### config.mk
export PLATFORM = sky130hd
export DESIGN_NAME = sdram_region_reader_flat
export DESIGN_NICKNAME = d
export VERILOG_FILES = /design/src/rtl/sdram_pkg.sv /design/src/rtl/sdram_region_reader_if.sv /design/src/rtl/sdram_rd_credit.sv /design/src/rtl/sdram_region_reader.sv /design/src/flat_wrapper.sv
export SDC_FILE = /design/constraint.sdc
export NUM_CORES = 1
export LEC_CHECK = 0
export CAP_MARGIN = 20
export CELL_PAD_IN_SITES_DETAIL_PLACEMENT = 2
export CELL_PAD_IN_SITES_GLOBAL_PLACEMENT = 2
export CORE_UTILIZATION = 27
export DETAILED_ROUTE_END_ITERATION = 16
export PLACE_DENSITY_LB_ADDON = 0.1
export SYNTH_ARGS = -nofsm -noshare
export SYNTH_HDL_FRONTEND = slang
export SYNTH_SLANG_ARGS = --single-unit
### constraint.sdc
create_clock -name clk -period 3.7 [get_ports clk]
set_clock_uncertainty 0.15 [all_clocks]
set_input_delay 0.37 -clock clk [delete_from_list [all_inputs] [get_ports clk]]
set_output_delay 0.37 -clock clk [all_outputs]
set_load 0.05 [all_outputs]
### src/rtl/sdram_pkg.sv
// Shared definitions for the SDRAM region reader: FSM state encoding and
// default window base / outstanding-read limit.
package sdram_pkg;

    typedef enum logic [1:0] {
        S_IDLE  = 2'd0,
        S_ISSUE = 2'd1,
        S_DRAIN = 2'd2,
        S_DONE  = 2'd3
    } state_t;

    localparam logic [25:0] BASE_ADDR_DEFAULT = 26'h2000000;
    localparam int          MAX_OUT_DEFAULT   = 4;

endpackage

### src/rtl/sdram_region_reader_if.sv
// Avalon-MM read master bus between the region reader and the SDRAM
// controller. Write lines exist for bus compatibility and are driven to 0.
interface sdram_region_reader_if #(
    parameter int ADDR_W = 26,
    parameter int DATA_W = 8
);
    logic [ADDR_W-1:0] master_address;
    logic              master_read;
    logic              master_write;
    logic [DATA_W-1:0] master_writedata;
    logic [DATA_W-1:0] master_readdata;
    logic              master_readdatavalid;
    logic              master_waitrequest;

    modport master (
        output master_address, master_read, master_write, master_writedata,
        input  master_readdata, master_readdatavalid, master_waitrequest
    );

    modport slave (
        input  master_address, master_read, master_write, master_writedata,
        output master_readdata, master_readdatavalid, master_waitrequest
    );
endinterface

### src/rtl/sdram_rd_credit.sv
// Outstanding-read counter. Simultaneous inc and dec cancel; dec on an
// empty counter is dropped so a stray return can never wrap the count.
module sdram_rd_credit #(
    parameter int MAX_OUT = 4,
    parameter int CNT_W   = $clog2(MAX_OUT + 1)
) (
    input  logic clk,
    input  logic reset,
    input  logic inc,
    input  logic dec,
    output logic full,
    output logic empty
);
    logic [CNT_W-1:0] count;

    // Track reads accepted by the bus but not yet returned.
    always_ff @(posedge clk) begin
        if (reset) begin
            count <= '0;
        end else if (inc && !dec) begin
            count <= count + CNT_W'(1);
        end else if (!inc && dec && count != '0) begin
            count <= count - CNT_W'(1);
        end
    end

    assign full  = (count >= CNT_W'(MAX_OUT));
    assign empty = (count == '0);
endmodule

### src/rtl/sdram_region_reader.sv
// Reads a byte region of the SDRAM window over an Avalon-MM master and
// streams the returned bytes out with their 0-based index.
// Optional feature macro: SDRAM_READER_CHECKSUM_EN adds a 16-bit running
// sum of the streamed bytes on port checksum.
//
// state   | meaning
// IDLE    | waiting for a request, req_ready high
// ISSUE   | issuing reads while credits and length allow
// DRAIN   | all reads issued (or aborted), waiting for returns
// DONE    | one-cycle completion, done pulses on the following cycle
module sdram_region_reader
    import sdram_pkg::*;
#(
    parameter int                ADDR_W    = 26,
    parameter int                DATA_W    = 8,
    parameter int                LEN_W     = 12,
    parameter int                MAX_OUT   = MAX_OUT_DEFAULT,
    parameter logic [ADDR_W-1:0] BASE_ADDR = ADDR_W'(BASE_ADDR_DEFAULT)
) (
    input  logic              clk,
    input  logic              reset,
    input  logic              req_valid,
    output logic              req_ready,
    input  logic [LEN_W-1:0]  req_offset,
    input  logic [LEN_W-1:0]  req_len,
    input  logic              abort,
    output logic              out_valid,
    output logic [DATA_W-1:0] out_data,
    output logic [LEN_W-1:0]  out_index,
    output logic              done,
    output logic              aborted,
    output logic              busy,
    sdram_region_reader_if.master m
`ifdef SDRAM_READER_CHECKSUM_EN
    ,
    output logic [15:0]       checksum
`endif
);
    state_t            state_q, state_d;
    logic [ADDR_W-1:0] addr_q;
    logic [LEN_W-1:0]  len_q, issued_q, received_q;
    logic              abort_q;
    logic              rd_req, rd_accept, rd_return;
    logic              cr_full, cr_empty;

    assign rd_accept = rd_req && !m.master_waitrequest;
    assign rd_return = m.master_readdatavalid && (state_q == S_ISSUE || state_q == S_DRAIN);

    assign m.master_read      = rd_req;
    assign m.master_address   = addr_q;
    assign m.master_write     = 1'b0;
    assign m.master_writedata = '0;
    assign req_ready          = (state_q == S_IDLE);
    assign busy               = (state_q != S_IDLE);

    sdram_rd_credit #(.MAX_OUT(MAX_OUT)) u_credit (
        .clk   (clk),
        .reset (reset),
        .inc   (rd_accept),
        .dec   (rd_return),
        .full  (cr_full),
        .empty (cr_empty)
    );

    // State register.
    always_ff @(posedge clk) begin
        if (reset) state_q <= S_IDLE;
        else       state_q <= state_d;
    end

    // Next state and read request; abort gates the request in its own cycle.
    always_comb begin
        state_d = state_q;
        rd_req  = 1'b0;
        case (state_q)
            S_IDLE: begin
                if (req_valid) state_d = (req_len == '0) ? S_DONE : S_ISSUE;
            end
            S_ISSUE: begin
                rd_req = !abort && (issued_q < len_q) && !cr_full;
                if (abort) begin
                    state_d = S_DRAIN;
                end else if (rd_req && !m.master_waitrequest &&
                             (issued_q + LEN_W'(1) == len_q)) begin
                    state_d = S_DRAIN;
                end
            end
            S_DRAIN: begin
                if (cr_empty && (abort_q || abort || received_q == len_q)) state_d = S_DONE;
            end
            S_DONE:  state_d = S_IDLE;
            default: state_d = S_IDLE;
        endcase
    end

    // Request latch, address/count bookkeeping and registered outputs.
    always_ff @(posedge clk) begin
        if (reset) begin
            addr_q     <= '0;
            len_q      <= '0;
            issued_q   <= '0;
            received_q <= '0;
            abort_q    <= 1'b0;
            out_valid  <= 1'b0;
            out_data   <= '0;
            out_index  <= '0;
            done       <= 1'b0;
            aborted    <= 1'b0;
        end else begin
            out_valid <= 1'b0;
            done      <= 1'b0;
            aborted   <= 1'b0;
            if (state_q == S_IDLE && req_valid) begin
                addr_q     <= BASE_ADDR + ADDR_W'(req_offset);
                len_q      <= req_len;
                issued_q   <= '0;
                received_q <= '0;
                abort_q    <= 1'b0;
            end
            if (rd_accept) begin
                addr_q   <= addr_q + ADDR_W'(1);
                issued_q <= issued_q + LEN_W'(1);
            end
            if ((state_q == S_ISSUE || state_q == S_DRAIN) && abort) abort_q <= 1'b1;
            if (rd_return && !abort_q && !abort) begin
                out_valid  <= 1'b1;
                out_data   <= m.master_readdata;
                out_index  <= received_q;
                received_q <= received_q + LEN_W'(1);
            end
            if (state_q == S_DONE) begin
                done    <= 1'b1;
                aborted <= abort_q;
            end
        end
    end

`ifdef SDRAM_READER_CHECKSUM_EN
    // Running 16-bit sum of streamed bytes, restarted on each accepted request.
    always_ff @(posedge clk) begin
        if (reset) begin
            checksum <= '0;
        end else if (state_q == S_IDLE && req_valid) begin
            checksum <= '0;
        end else if (out_valid) begin
            checksum <= checksum + 16'(out_data);
        end
    end
`endif
endmodule

### src/flat_wrapper.sv
// flat-port wrapper written by rule: the top's interface ports become plain ports
module sdram_region_reader_flat import sdram_pkg::*;
#(
    parameter int                ADDR_W    = 26,
    parameter int                DATA_W    = 8,
    parameter int                LEN_W     = 12,
    parameter int                MAX_OUT   = MAX_OUT_DEFAULT,
    parameter logic [ADDR_W-1:0] BASE_ADDR = ADDR_W'(BASE_ADDR_DEFAULT)
)
  (clk, reset, req_valid, req_ready, req_offset, req_len, abort, out_valid, out_data, out_index, done, aborted, busy, m_master_address, m_master_read, m_master_write, m_master_writedata, m_master_readdata, m_master_readdatavalid, m_master_waitrequest);
  sdram_region_reader_if #(.ADDR_W(ADDR_W), .DATA_W(DATA_W)) m_i ();
  input  logic clk;
  input  logic reset;
  input  logic req_valid;
  output logic req_ready;
  input  logic [LEN_W-1:0] req_offset;
  input  logic [LEN_W-1:0] req_len;
  input  logic abort;
  output logic out_valid;
  output logic [DATA_W-1:0] out_data;
  output logic [LEN_W-1:0] out_index;
  output logic done;
  output logic aborted;
  output logic busy;
  output wire logic [$bits(m_i.master_address)-1:0] m_master_address;
  output wire logic [$bits(m_i.master_read)-1:0] m_master_read;
  output wire logic [$bits(m_i.master_write)-1:0] m_master_write;
  output wire logic [$bits(m_i.master_writedata)-1:0] m_master_writedata;
  input wire logic [$bits(m_i.master_readdata)-1:0] m_master_readdata;
  input wire logic [$bits(m_i.master_readdatavalid)-1:0] m_master_readdatavalid;
  input wire logic [$bits(m_i.master_waitrequest)-1:0] m_master_waitrequest;
  assign m_master_address = m_i.master_address;
  assign m_master_read = m_i.master_read;
  assign m_master_write = m_i.master_write;
  assign m_master_writedata = m_i.master_writedata;
  assign m_i.master_readdata = m_master_readdata;
  assign m_i.master_readdatavalid = m_master_readdatavalid;
  assign m_i.master_waitrequest = m_master_waitrequest;
  sdram_region_reader #(.ADDR_W(ADDR_W), .DATA_W(DATA_W), .LEN_W(LEN_W), .MAX_OUT(MAX_OUT), .BASE_ADDR(BASE_ADDR)) u_core (.clk(clk), .reset(reset), .req_valid(req_valid), .req_ready(req_ready), .req_offset(req_offset), .req_len(req_len), .abort(abort), .out_valid(out_valid), .out_data(out_data), .out_index(out_index), .done(done), .aborted(aborted), .busy(busy), .m(m_i));
endmodule
==> summary.md, run 1 <==
| Metric | Value |
|---|---|
| Max Cap Viol | `0` |
| Clk root buf | `clkbuf_16` |
| Final WS setup | `230 ps` |
| RSZ-0062 raised after global routing | `no` |
| Synth Area per Inst | `about 7.6 µm²` |
| Gr ovfl total | `0` |
| Total iterations of the first detailed-routing run | `6` |
| Yosys top cell area share | `0.364` |
| Slew HR | `0.413` |
| Status | `finished clean` |
| Placement Cell Area | `around 0.0061 mm²` |
| CTS tree | `built` |
| Worst setup EP type | `output port` |
| DR iter-0 viols | `about 150` |
| Antenna violations before repair | `0` |
| Vias/cell | `~5.2` |
| Post-synth cell types | `just under 60` |
| Post-synth EDFFs | `0` |
| Ant diodes | `0` |
| Routed WL | `roughly 17 mm` |
| P_leak | `between 0.002 and 0.0025 µW` |
| Clk slew on worst S/H paths | `roughly 70 ps` |
| Sequential Power Share | `0.359` |
| PwrDens | `just over 500 mW/mm²` |
| Min Tclk post-route | `3470 ps` |
| Area leader, netlist | `dfxtp_1` |
| Yosys Warn Count | `0` |
| Net Sw Frac | `0.410` |
| Crit share post-route | `0.938` |
| Row count | `a little under 50` |
| DRC | `0` |
| Starting Density | `0.277` |
| Clock Power Share | `0.279` |
| Final setup viols | `0` |
| Max-slew violation count | `0` |
| CTS Buffer Depth | `2` |
| Clock buffer count from CTS | `9` |
| Max frequency | `0.288 GHz` |
| Non-Filler Instances | `between 900 and 1000` |
| Placed cell count | `roughly 940` |
| H-tree depth | `3` |
| Number of synthesized register bits | `between 90 and 100` |
| Area Growth Syn to Fin | `26.9%` |
| Io pins | `99` |
| Critical path arrival | `between 2000 and 3000 ps` |
| Fin nets | `782` |
| Sink Count | `between 90 and 100` |
| Vias in the first global route | `roughly 5400` |
| Layout cell share with drive strength beyond 1 | `0.0508` |
| Mapped cell area | `approximately 0.005 mm²` |
| Detailed Place HPWL | `12.7 mm` |
| P_int | `1930 µW` |
| Worst slew pin tran | `877 ps` |
| Finished layout cell area | `roughly 0.0063 mm²` |
| Die H | `approximately 140 µm` |
| Final hold violation count | `0` |
| Postcts setup bufs | `0` |
| Post-CTS resize count | `0` |
| CP Class | `reg -> out` |
| Worst min path class | `reg -> reg` |
| Post-CTS Hold Fix Bufs | `0` |
| Synthesized instance count | `between 600 and 700` |
| First-pass GRT wire length | `roughly 28 mm` |
| Post-synthesis sequential area ratio | `0.364` |
| DIE AREA | `roughly 0.019 mm²` |
| Wire per inst | `around 18 µm` |
| DRT antenna net count | `0` |
| Largest net degree at the start of global routing | `53` |
| Die X | `about 140 µm` |
| Psw | `around 1300 µW` |
| Placer Congestion | `roughly 0.76` |
| Flop-to-flop setup slack | `310 ps` |
| Core area | `0.0180 mm²` |
| FFs w/ async S/R, synth | `0` |
| Maximum VDD drop | `roughly 0.00028 V` |
| Via count | `roughly 5000` |
| Post-synth top flop | `dfxtp_1` |
| Clock Latency Late Sink | `approximately 350 ps` |
| Comb power frac | `0.363` |
| Crit Path Max Fanout | `4` |
| Crit start category | `flip-flop` |
| Setup_tns | `0 ps` |
| Worst Hold Margin | `about 310 ps` |
| IO Port Bufs | `approximately 90` |
| Req. time, crit path | `roughly 3200 ps` |
| GRT Util Overall | `0.186` |
| Largest cells by area after synthesis | `dfxtp_1 36%, a21oi_1 9.1%, nand2_1 7.3%` |
| Placement Setup Slack | `between 200 and 300 ps` |
| Fillers | `approximately 2100` |
## cell usage in the layout, fill, tap and decap left out, drive strengths merged, types with 3 or more instances in the layout
cell type,count
xor2,12
a311oi,4
inv,17
or4,4
and2,10
nor2,61
conb,9
or2,3
a21oi,91
buf,12
nor3b,5
nor2b,3
dfxtp,91
o21ai,29
nand2,97
clkbuf,9
ha,19
nand3,26
nor3,14
a22oi,3
or3,7
nand3b,9
and4,4
nand4,11
a211oi,11
a31oi,10
nor4,13
clkinv,4
and3,8
xnor2,16
clkdlybuf4s50,88
## state kept, by name, indices dropped and copies added, names as in the netlist
| signal | flops |
|---|---|
| u_core.m.master_address | 26 |
| u_core.issued_q | 12 |
| u_core.len_q | 12 |
| u_core.out_index | 12 |
| u_core.received_q | 12 |
| u_core.out_data | 8 |
| u_core.u_credit.count | 3 |
| u_core.state_q | 2 |
| u_core.abort_q | 1 |
| u_core.aborted | 1 |
| u_core.done | 1 |
| u_core.out_valid | 1 |
## path summary, 6_finish.rpt
path | from | end | cells past startpoint
setup / recovery | u_core.len_q[10] | m_master_read | 7
hold / removal | u_core.out_index[3] | u_core.out_index[3] | 2
setup reg to reg | u_core.len_q[10] | u_core.u_credit.count[2] | 12
hold reg to reg | u_core.out_index[3] | u_core.out_index[3] | 2
## power by group through the flow
stage                     Combinational, µW  Sequential [µW]  Clock, µW
final                                  1190             1170        912
after detailed placement               1200             1200          0
after global routing                   1310             1190        983
after CTS                              1210             1180        946
after global placement                 1180             1190          0
after floorplan                         688             1300          0
## layout make-up
cell class	count	area (µm²)	area share
multi-input combinational	506	2910	0.460
clock inverter	7	65.1	0.0103
timing repair buffer	100	968	0.153
tap	229	287	0.0452
clock buffer	9	225	0.0355
inverter	16	60.1	0.00947
sequential	91	1820	0.287
## Yosys cell counts (2+ instances only)
cell type / instances
and4_1: 4
nand2_1: 97
a21oi_1: 91
o211ai_1: 2
clkbuf_1: 29
o21ai_0: 8
inv_1: 16
a211oi_1: 11
nor2_1: 61
mux2i_1: 2
or2_1: 2
nand3_1: 26
and2_1: 10
buf_2: 6
nor3_1: 14
a31oi_1: 10
nor2b_1: 3
a22oi_1: 3
buf_6: 3
ha_1: 19
buf_4: 9
nand2b_1: 2
buf_1: 3
nand4_1: 11
and3_1: 8
o21a_1: 2
nand3b_1: 9
or4_1: 3
nor3b_1: 5
a311oi_1: 4
or3_1: 7
o21ai_1: 21
xnor2_1: 16
a221oi_1: 2
xor2_1: 12
nor4_1: 11
nor4_2: 2
dfxtp_1: 91
## critical path, stage by stage (launching register included)
cell and delay [ps]:
dfxtp_1 490, inv_1 80, ha_1 320, a21oi_1 150, nand2_1 80, a2111o_1 480
nor3_1 160, clkdlybuf4s50_1 830
## layer usage
layer / share of wire / track usage
met5: 0 / 0
met4: 0.011 / 0.0555
met3: 0.018 / 0.0253
met2: 0.52 / 0.346
met1: 0.45 / 0.218
## per-stage QoR
step / power [µW] / utilization
floorplan: 1990 / -
global placement: 2370 / 0.336
detailed placement: 2400 / 0.336
CTS: 3330 / 0.352
global route: 3480 / 0.352
finish: 3280 / 0.352
## cell families after synthesis
kind of cell / after synthesis / share of synthesized area
other cells: 1 / 0.000750
mux: 4 / 0.00851
flops: 91 / 0.364
simple gates: 279 / 0.271
buf+inv: 66 / 0.0623
xor+xnor: 28 / 0.0491
compound gates: 166 / 0.192
fa+ha+maj: 20 / 0.0516
Note: power is estimated with default switching activity, not from simulation.
==> run 2, diff against run 1 <==
--- a/config.mk
+++ b/config.mk
@@ -9,8 +9,10 @@
 export CELL_PAD_IN_SITES_DETAIL_PLACEMENT = 2
 export CELL_PAD_IN_SITES_GLOBAL_PLACEMENT = 2
 export CORE_UTILIZATION = 27
+export CTS_CLUSTER_DIAMETER = 60
 export DETAILED_ROUTE_END_ITERATION = 16
 export PLACE_DENSITY_LB_ADDON = 0.1
 export SYNTH_ARGS = -nofsm -noshare
 export SYNTH_HDL_FRONTEND = slang
+export SYNTH_HIERARCHICAL = 1
 export SYNTH_SLANG_ARGS = --single-unit
==> summary.md, run 2 <==
| Metric | Value |
|---|---|
| Largest cells by area after synthesis | `dfxtp_1 37%, a21oi_1 8.2%, nand2_1 7.3%` |
| Post-CTS Hold Fix Bufs | `0 (unchanged)` |
| Sequential cell area | `0.00182 mm² (unchanged)` |
| PwrDens | `525 mW/mm² (+1.6%)` |
| Synth Area per Inst | `7.70 µm² (+0.94%)` |
| Flop-to-flop setup slack | `180 ps (-130 ps)` |
| Core area | `0.0180 mm² (unchanged)` |
| Worst r2r dst | `u_core/u_credit/count[2]` |
| Ant diodes | `0 (unchanged)` |
| Sink Count | `91 (unchanged)` |
| Min Tclk post-route | `3520 ps (+55.2 ps)` |
| P_leak | `0.00231 µW (+6.7%)` |
| First-pass GRT wire length | `28.6 mm (+0.73%)` |
| Max frequency | `0.284 GHz (-1.6%)` |
| Final setup viols | `0 (unchanged)` |
| Total iterations of the first detailed-routing run | `4 (-2)` |
| Slew HR | `0.453 (+0.0398)` |
| Io pins | `99 (unchanged)` |
| DIE AREA | `0.0189 mm² (-0.59%)` |
| Die H | `138 µm (-0.29%)` |
| RSZ-0062 raised after global routing | `no` |
| Setup_tns | `0 ps (unchanged)` |
| Area Growth Syn to Fin | `29.0%` |
| Row count | `49 (unchanged)` |
| Status | `finished clean` |
| Postcts setup bufs | `0 (unchanged)` |
| DR iter-0 viols | `173 (+16%)` |
| Crit start category | `flip-flop` |
| Worst r2r src | `u_core/len_q[6]` |
| Req. time, crit path | `3830 ps (+650 ps)` |
| Number of synthesized register bits | `91 (unchanged)` |
| Antenna violations before repair | `0 (unchanged)` |
| Max incr delay on CP | `560 ps (-270 ps)` |
| Wire per inst | `18.8 µm (+3.6%)` |
| Clk root buf | `clkbuf_16` |
| Synthesized instance count | `645 (-1.5%)` |
| Reg2reg path depth | `12 (unchanged)` |
| Post-synth EDFFs | `0 (unchanged)` |
| Worst min path class | `reg -> reg` |
| Worst setup EP type | `flip-flop` |
| FFs w/ async S/R, synth | `0 (unchanged)` |
| CP delay by family, top | `simple AND/OR/NAND/NOR gates` |
| Die X | `138 µm (-0.29%)` |
| Vias/cell | `5.19 (-0.93%)` |
| GRT Util Overall | `0.197 (+0.0118)` |
| Post-CTS resize count | `0 (unchanged)` |
| Worst slew pin tran | `817 ps (-59.4 ps)` |
| Crit path from | `u_core/len_q[6]` |
| CTS tree | `built` |
| Critical path buffers and inverters | `2 (unchanged)` |
| Total design power | `3360 µW (+2.7%)` |
| Yosys Warn Count | `6 (+6)` |
| Clock Latency Late Sink | `350 ps (about the same)` |
| Crit path depth | `12 (+5)` |
| Via count | `4985 (-0.62%)` |
| CP Class | `reg -> reg` |
| Yosys top cell area share | `0.367 (+0.00220)` |
| DRC | `0 (unchanged)` |
| Max reg flops | `26 (unchanged)` |
| Most frequent cells in the layout | `96 x nand2_1, 91 x dfxtp_1, 88 x clkdlybuf4s50_1` |
| CP cell instances | `inv_1 -> ha_1 -> a21o_1 -> a21oi_1 -> a21oi_1 -> or4_1 -> inv_2 -> nand2b_1 -> fa_1 -> nand2b_1 -> or4_1 -> a31oi_1` |
| Post-synth cell types | `61 (+5.2%)` |
| Starting Density | `0.276 (-0.00167)` |
| Hold Crit Start | `u_core/out_data[3]` |
| Multi-input gate area | `0.00286 mm² (-1.9%)` |
| Crit Path Max Fanout | `9 (+5)` |
| Crit share post-route | `0.953 (+0.0149)` |
| Slowest CP cell | `or4_1` |
| Vias in the first global route | `5406 (+0.33%)` |
| Top cells by count, synth | `96 x nand2_1, 91 x dfxtp_1, 81 x a21oi_1` |
| Most common cell in the netlist | `nand2_1` |
| Max-slew violation count | `0 (unchanged)` |
| Maximum VDD drop | `0.000211 V (-24%)` |
| CP endpoint | `u_core/u_credit/count[2]` |
| Detailed Place HPWL | `13.2 mm (+4.5%)` |
| Gr ovfl total | `0 (unchanged)` |
| Layout cell share with drive strength beyond 1 | `0.0656 (+0.0148)` |
| Clock buffer count from CTS | `9 (unchanged)` |
| CTS Buffer Depth | `2 (unchanged)` |
| Largest net degree at the start of global routing | `91 (+72%)` |
| IO Port Bufs | `89 (unchanged)` |
| Post-synthesis sequential area ratio | `0.367 (+0.00220)` |
| Fillers | `2068 (unchanged)` |
| Routed WL | `18.1 mm (+3.9%)` |
| H-tree depth | `3 (unchanged)` |
| Area leader, netlist | `dfxtp_1` |
| Final hold violation count | `0 (unchanged)` |
| Critical path arrival | `3650 ps (+700 ps)` |
| DRT antenna net count | `0 (unchanged)` |
| Fin nets | `785 (+0.38%)` |
| Mapped cell area | `0.00497 mm² (-0.60%)` |
| Post-synth top flop | `dfxtp_1` |
| Clk slew on worst S/H paths | `70 ps (about the same)` |
| Placer Congestion | `0.809 (+6.1%)` |
| Max Cap Viol | `0 (unchanged)` |
| Commonest non-fill, non-tap cell in the layout | `nand2_1` |
run 2: cell type report:
cell class                      count  area share
Clock inverter                      5     0.00703
Inverter                           24      0.0141
Timing Repair Buffer              109       0.164
Clock buffer                       11      0.0394
Tap cell                          229      0.0447
Multi-Input combinational cell    492       0.446
Sequential cell                    91       0.284
run 2: cell families after synthesis:
group | count (synthesis) | synth area share
mux | 3 | 0.00655
fa+ha+maj | 20 | 0.0519
buf+inv | 70 | 0.0640
simple gates | 270 | 0.264
compound gates | 159 | 0.191
other cells | 1 | 0.000755
xor+xnor | 31 | 0.0546
flops | 91 | 0.367
run 2: report_power, final:
| group | internal [µW] | leakage (µW) | total, µW | switching (µW) |
|---|---|---|---|---|
| Combinational | 413 | 0.00143 | 1250 | 832 |
| Clock | 503 | 0.000144 | 939 | 437 |
| Sequential | 1070 | 0.000738 | 1180 | 110 |
| Total | 1990 | 0.00231 | 3360 | 1380 |
run 2: worst min-delay path by stage:
stage	endpoint	cells past startpoint
6_report	u_core/out_data[3]	2
5_1_grt	u_core/out_data[2]	2
4_1_cts	u_core/out_data[3]	2
3_5_place_dp	u_core/out_index[3]	2
3_3_place_gp	u_core/out_data[3]	2
2_1_floorplan	u_core/u_credit/count[2]	1
run 2: worst register-to-register path, cell delays in order (launching register included):
cell	delay, ps
dfxtp_1	400
inv_1	70
ha_1	330
a21o_1	200
a21oi_1	160
a21oi_1	100
or4_1	560
inv_2	160
nand2b_1	160
fa_1	420
nand2b_1	180
or4_1	410
a31oi_1	150
run 2: routing by layer:
layer,GRT usage,part of all wire
met2,0.348,0.50
met5,0,0
met1,0.246,0.46
met3,0.0283,0.024
met4,0.0604,0.013
run 2: metrics by stage:
stage                     instance area [µm²]  utilization  hold slack (ps)  cells  worst slack [ps]
after global placement                   6100        0.338              293    944               280
after detailed placement                 6100        0.338              304    944               177
after CTS                                6400        0.355              317    960               191
after global routing                     6410        0.355              337    961              10.7
final                                    6410        0.355              312    961               175
after floorplan                          5000            -              289    653               207
